## config.mk

```make
export PLATFORM = sky130hd
export DESIGN_NAME = round_controller
export DESIGN_NICKNAME = d
export VERILOG_FILES = /design/src/rtl/round_controller.sv
export SDC_FILE = /design/constraint.sdc
export NUM_CORES = 1
export LEC_CHECK = 0
export BUFFER_PORTS_ARGS = -buffer_cell sky130_fd_sc_hd__buf_2
export CORE_ASPECT_RATIO = 0.5
export CORE_UTILIZATION = 50
export DETAILED_ROUTE_END_ITERATION = 16
export PLACE_DENSITY_LB_ADDON = 0.12
export SYNTH_ARGS = -nofsm -noshare
export SYNTH_HDL_FRONTEND = slang
export SYNTH_SLANG_ARGS = --single-unit
```

## constraint.sdc

```tcl
create_clock -name clk25 -period 2.2 [get_ports clk25]
set_input_delay 0.11 -clock clk25 [delete_from_list [all_inputs] [get_ports clk25]]
set_output_delay 0.11 -clock clk25 [all_outputs]
set_load 0.02 [all_outputs]
```

## src/rtl/round_controller.sv

```systemverilog
// Round-level game FSM: counts remaining round time from the seconds
// counter, handles start/pause/death and the post-round hold period.
//
// Ports:
//   clk25       25 MHz clock
//   reset_n     async active-low reset
//   seconds     seconds count from the timer stage (wraps 255->0)
//   start_btn   debounced level, rising edge starts/resumes
//   pause_btn   debounced level, rising edge pauses/resumes
//   player_dead level from game logic, honoured in PLAY only
//   timer_rst   registered 1-cycle clear to the seconds counter
//   state       0=IDLE 1=PLAY 2=PAUSE 3=OVER
//   time_left   remaining round seconds
//   round_end   1-cycle pulse on the first OVER cycle
//   end_reason  0=time expired, 1=player died
module round_controller #(
  parameter int unsigned ROUND_SECONDS = 60,
  parameter int unsigned OVER_HOLD     = 3
) (
  input  logic       clk25,
  input  logic       reset_n,
  input  logic [7:0] seconds,
  input  logic       start_btn,
  input  logic       pause_btn,
  input  logic       player_dead,
  output logic       timer_rst,
  output logic [1:0] state,
  output logic [7:0] time_left,
  output logic       round_end,
  output logic       end_reason
);

  localparam logic [7:0] LOAD      = 8'(ROUND_SECONDS);
  localparam logic [7:0] HOLD_LAST = 8'(OVER_HOLD - 1);

  typedef enum logic [1:0] {
    IDLE  = 2'd0,
    PLAY  = 2'd1,
    PAUSE = 2'd2,
    OVER  = 2'd3
  } state_t;

  state_t     cur;
  state_t     nxt;
  logic [7:0] seconds_q;
  logic [7:0] hold_q;
  logic [7:0] hold_d;
  logic [7:0] left_d;
  logic       start_q;
  logic       pause_q;
  logic       rst_d1;
  logic       rst_d;
  logic       end_d;
  logic       reason_d;
  logic       start_e;
  logic       pause_e;
  logic       tick;

  assign start_e = start_btn & ~start_q;
  assign pause_e = pause_btn & ~pause_q;

  // A change seen while the counter is being cleared (or on the cycle
  // after) is the clear itself, not a real second.
  assign tick = (seconds != seconds_q) & ~timer_rst & ~rst_d1;

  assign state = cur;

  always_comb begin
    nxt      = cur;
    left_d   = time_left;
    hold_d   = hold_q;
    rst_d    = 1'b0;
    end_d    = 1'b0;
    reason_d = end_reason;
    unique case (cur)
      IDLE: begin
        if (start_e) begin
          nxt      = PLAY;
          left_d   = LOAD;
          reason_d = 1'b0;
          rst_d    = 1'b1;
        end
      end
      PLAY: begin
        if (player_dead) begin
          nxt      = OVER;
          reason_d = 1'b1;
          rst_d    = 1'b1;
          end_d    = 1'b1;
          hold_d   = 8'd0;
        end else if (tick && time_left == 8'd1) begin
          nxt      = OVER;
          left_d   = 8'd0;
          reason_d = 1'b0;
          rst_d    = 1'b1;
          end_d    = 1'b1;
          hold_d   = 8'd0;
        end else begin
          // A pause edge does not swallow a coincident tick.
          if (tick && time_left != 8'd0) begin
            left_d = time_left - 8'd1;
          end
          if (pause_e) begin
            nxt = PAUSE;
          end
        end
      end
      PAUSE: begin
        if (pause_e || start_e) begin
          nxt   = PLAY;
          rst_d = 1'b1;
        end
      end
      OVER: begin
        if (tick) begin
          if (hold_q == HOLD_LAST) begin
            nxt    = IDLE;
            left_d = LOAD;
            hold_d = 8'd0;
          end else begin
            hold_d = hold_q + 8'd1;
          end
        end
      end
      default: begin
        nxt = IDLE;
      end
    endcase
  end

  always_ff @(posedge clk25 or negedge reset_n) begin
    if (!reset_n) begin
      cur        <= IDLE;
      time_left  <= LOAD;
      timer_rst  <= 1'b1;
      rst_d1     <= 1'b1;
      round_end  <= 1'b0;
      end_reason <= 1'b0;
      seconds_q  <= 8'd0;
      hold_q     <= 8'd0;
      start_q    <= 1'b1;
      pause_q    <= 1'b1;
    end else begin
      cur        <= nxt;
      time_left  <= left_d;
      timer_rst  <= rst_d;
      rst_d1     <= timer_rst;
      round_end  <= end_d;
      end_reason <= reason_d;
      seconds_q  <= seconds;
      hold_q     <= hold_d;
      start_q    <= start_btn;
      pause_q    <= pause_btn;
    end
  end

endmodule
```

Word level (Yosys, flattened, before mapping)
Cells that the tools add are included.

Eq/ne operators: 14. Muxes and demuxes: 30. $add $sub $neg: 2. Bitwise operators: 8. Reductions and logical operators: 12.

Operators with widths (count): two-way mux 8 bit (10); one-hot mux 8 bit (3 select lines) (1); one-hot mux 8 bit (2 select lines) (1); two-way mux 2 bit (7); inequality test 2 bit (second input constant) (5); adder 8 x 1 -> 8 bit (second input constant) (1); equality test 8 x 1 -> 1 bit (second input constant) (1); equality test 8 x 2 -> 1 bit (second input constant) (1); two-way mux 1 bit (8); inequality test 8 bit (1); one-hot mux 2 bit (4 select lines) (1); nonzero test 8 bit (1); subtractor 8 x 1 -> 8 bit (second input constant) (1); inequality test 3 bit (second input constant) (2); AND reduction 3 bit (2); AND reduction 6 bit (1); AND reduction 5 bit (1); bitwise AND 1 bit (4); equality test 2 bit (second input constant) (2); inequality test 4 bit (second input constant) (1); inverter 1 bit (4); nonzero test 2 bit (2); one-hot mux 1 bit (3 select lines) (1); nonzero test 3 bit (1); other kinds (5) (6).

Flip-flop bits (word level): 32. Word-level logic and storage cells: 76.

Longest topological paths before layout
Depth after elaboration: 8. Mapped depth: 9. Mapped depth without buffers: 8.

Worst setup path before layout
Ideal clock, no wire load.

Path type: register -> register. Start point: register time_left[1]. End point: register time_left[7]. Library setup time: 124 ps. Required time: 2076 ps. Cell stages (with the launch flop): 9. Path buffers: 0. Setup slack: -36 ps. Arrival time: 2112 ps. Cells stage by stage: dfrtp_1 > inv_1 > ha_1 > nor4b_2 > nand2_1 > a2111oi_4 > or2_1 > nor2_1 > a211o_1.

Cells in the longest elaborated chain, start to end: 5. Elaborated cells between the ends (all ways): 11. Classes of those cells: 1 x add/sub; 2 x eq/ne; 4 x mux; 4 x reduce/logical.

RTL lines: from (decl) (line 28) `output logic [7:0] time_left,`; from (signal assigned) (line 145) `time_left <= left_d;`; subtractor 8 x 1 -> 8 bit or equality test 8 x 1 -> 1 bit (tied branches) (line 101, 91); two-way mux 8 bit or logical AND 1 bit (tied branches) (line 100, 91); two-way mux 8 bit (line 91) `end else if (tick && time_left == 8'd1) begin`; two-way mux 8 bit (line 85) `if (player_dead) begin`; one-hot mux 8 bit (3 select lines) (line 75) `unique case (cur)`.

Several ways; a longest one is shown, not always the timed one. The select of a mux whose other input is x is not followed. A chain may end at the register's enable or synchronous reset.

Final worst setup path
Start point: register hold_q[0]. End point: register time_left[6].

Cells in the longest elaborated chain, start to end: 3.

RTL lines: from (decl) (line 46) `logic [7:0] hold_q;`; from (signal assigned) (line 151) `hold_q <= hold_d;`; equality test 8 x 2 -> 1 bit (line 116) `if (hold_q == HOLD_LAST) begin`; inequality test 2 bit (no source line); AND reduction 6 bit (no source line).

Every way passes these cells.

==> impl_metrics.env <==
export IMPL_fp_dieH_um=43.50
export IMPL_fin_ws_ns=0.1397
export IMPL_gr_total_overflow=0
export IMPL_vdd_drop_max_uv=462.4
export IMPL_cts_root_buf="clkbuf_8"
export IMPL_clk_path_buf_depth=2
export IMPL_fin_worst_skew_ns=0.005822
export IMPL_fin_crit_sh=0.9365
export IMPL_h_tree_depth=2
export IMPL_place_ws_ns=0.009696
export IMPL_synth_top_area_cell="dfrtp_1"
export IMPL_final_max_slew_viol_count=0
export IMPL_boundaryPins=26
export IMPL_final_hold_violation_count=0
export IMPL_grt_pass1_vias=1334
export IMPL_synth_area_top_cells="dfrtp_1 (35%), dfstp_2 (12%), xor2_1 (4.1%), ha_1 (3.6%), o21ai_0 (3.5%)"
export IMPL_antenna_found_initial=0
export IMPL_grt_max_degree=33
export IMPL_synth_top_area_share=0.3488
export IMPL_worstPathMaxFanout=11
export IMPL_dr_pass1_iters=5
export IMPL_startpoint_type="flip-flop"
export IMPL_io_buffers=25
export IMPL_antenna_cells=0
export IMPL_dp_cells=235
export IMPL_wire_per_inst_um=14.25
export IMPL_num_rows=14
export IMPL_postRouteAntennaNets=0
export IMPL_avgSynthCellArea_sq_um=10.25
export IMPL_p_leak_uw=0.0009623
export IMPL_synthDistinctLibCells=40
export IMPL_setup_viol=0
export IMPL_place_hpwl_um=2583
export IMPL_max_freq_ghz=0.4854
export IMPL_clkTransAtPathRegs_ns=0.07
export IMPL_drive_gt1_frac=0.2909
export IMPL_drc=0
export IMPL_syn_to_final_growth_pct=27.47
export IMPL_routed_via_density=5.496
export IMPL_grt_pass1_wl_um=6189
export IMPL_track_usage=0.2195
export IMPL_die_area_sq_um=3696
export IMPL_timing_final_crit_period_ns=2.060
export IMPL_hp_class="input pin to flip-flop"
export IMPL_start_util=0.5491
export IMPL_fp_dieW_um=84.99
export IMPL_crit_arrival_ns=2.21
export IMPL_synth_cells=168
export IMPL_async_flop_share=1.000
export IMPL_maxCapViolCount=0
export IMPL_finalWirelength_um=3704
export IMPL_netlist_area_sq_um=1722
export IMPL_layout_nets=237
export IMPL_cts_made_buffers=5
export IMPL_r2r_start="hold_q[0]"
export IMPL_drt_iter0_drc=75
export IMPL_crit_type="flip-flop to flip-flop"
export IMPL_synth_fp_nets=186
export IMPL_synth_main_ff_cell="dfrtp_1"
export IMPL_critPathRequiredTime_ns=2.35
export IMPL_yosys_cell_count_top_type="dfrtp_1"
export IMPL_worst_pin_slew_ns=0.6910
export IMPL_core_area_sq_um=3136
export IMPL_cp_end_kind="flip-flop"
export IMPL_cts_tree="yes"
export IMPL_fillers=238
export IMPL_pwr_density_cell_nw_per_um2=1129
export IMPL_vias=1429
export IMPL_cts_sinks=32
export IMPL_synth_warnings=0
export IMPL_cp_startpoint="hold_q[0]"
export IMPL_slew_headroom=0.5393
export IMPL_clock_latency_ns=0.28
export IMPL_place_congestion=0.8291
export IMPL_synth_commonest_cells="dfrtp_1 (24), nor2_1 (14), o21ai_0 (12)"
export IMPL_status="completed"
export IMPL_synth_edff_count=0
export IMPL_worstHoldStart="player_dead"
export IMPL_ys_seq_elements=32
export IMPL_ys_seq_area_frac=0.4709
export IMPL_fin_cells=260
[flip-flops by register name, indices dropped and copies added, names as in the netlist]
| signal | flops |
|---|---|
| hold_q | 8 |
| state | 2 |
| rst_d1 | 1 |
| time_left | 8 |
| start_q | 1 |
| timer_rst | 1 |
| end_reason | 1 |
| pause_q | 1 |
| seconds_q | 8 |
| round_end | 1 |
[final cells by class]
type / count / area, sq um / share of cell area
Clock buffer: 6 / 82.58 / 0.03763
Clock inverter: 2 / 10.01 / 0.004561
Inverter: 7 / 26.28 / 0.01197
Multi-Input combinational cell: 125 / 885.9 / 0.4036
Sequential cell: 32 / 810.8 / 0.3694
Tap cell: 40 / 50.05 / 0.02281
Timing Repair Buffer: 48 / 329.1 / 0.1499
[repair_timing]
action                                 4_1_cts  5_1_grt
buffers inserted                             0        6
endpoints found under the hold margin       34        0
pin swaps                                    1        5
hold buffers                                11        0
setup endpoints to repair                    1       15
resized for setup                            0        3
[layout by cell type, fill, tap and decap left out, types with 2 or more instances in the layout]
master,instances
buf_2,25
dfrtp_1,24
nor2_1,14
o21ai_0,12
o21ai_1,11
dlygate4sd3_1,11
buf_4,11
nand2_1,10
a21oi_1,10
xor2_1,8
dfstp_2,8
inv_1,7
nand3_1,7
clkbuf_8,6
o31ai_1,5
nor3_1,5
ha_1,5
and3_1,3
nand2b_1,2
nor4_4,2
nor4b_4,2
a2111oi_4,2
nor2b_1,2
a21boi_0,2
a21o_1,2
nor4b_1,2
a211o_1,2
nor4_1,2
and2_1,2
a31oi_1,2
clkinv_2,2
[metal layers]
layer,vias up,routed length (um),GRT usage
met1,680,1844,0.3051
met5,-,0,0
met4,0,0,0.06780
li1,720,-,-
met3,0,172,0.05905
met2,29,1686,0.3419
[critical path, cell delays in order, from the launching register on]
cell      delay (ns)
dfrtp_1         0.38
inv_1           0.06
ha_1            0.16
nor4b_4         0.25
a21boi_0        0.18
a21oi_1         0.21
a41oi_2         0.22
buf_4           0.23
o21ai_1         0.15
o41ai_1         0.09
[stage by stage]
step,area [sq um],setup TNS (ns),total power [uW],utilization,hold WS [ns]
final,2195,0,2478,0.6999,0.1348
after detailed placement,1926,0,1953,0.6141,0.2080
after floorplan,1722,0,1631,-,-0.1856
after global routing,2195,-0.005558,2655,0.6999,0.1615
after global placement,1926,0,1927,0.6141,0.1986
after CTS,2128,0,2437,0.6788,0.1297
[kinds of logic after synthesis]
group                    Yosys count  synth area share
AND/OR/NAND/NOR                   58            0.2064
AO/OA/AOI/OAI                     54            0.2209
flip-flops                        32            0.4709
buffers and inverters             11           0.02471
XOR/XNOR                           8           0.04070
adder cells (fa/ha/maj)            5           0.03634
[where the power goes]
group	switching (uW)	total, uW	internal, uW
logic	612	1040	431
clock network	217	466	249
registers	209	969	760
[path summary, 6_finish.rpt]
check                          endpoint  slack, ns  cells after the start
max                        time_left[6]       0.14                      9
min                           round_end       0.13                      3
max reg2reg                time_left[6]       0.14                      9
min reg2reg                      rst_d1       0.42                      0
max in group asynchronous  seconds_q[2]       1.35                      2
min in group asynchronous  seconds_q[6]       0.41                      2
No activity file was read; power rests on OpenSTA's default activity.
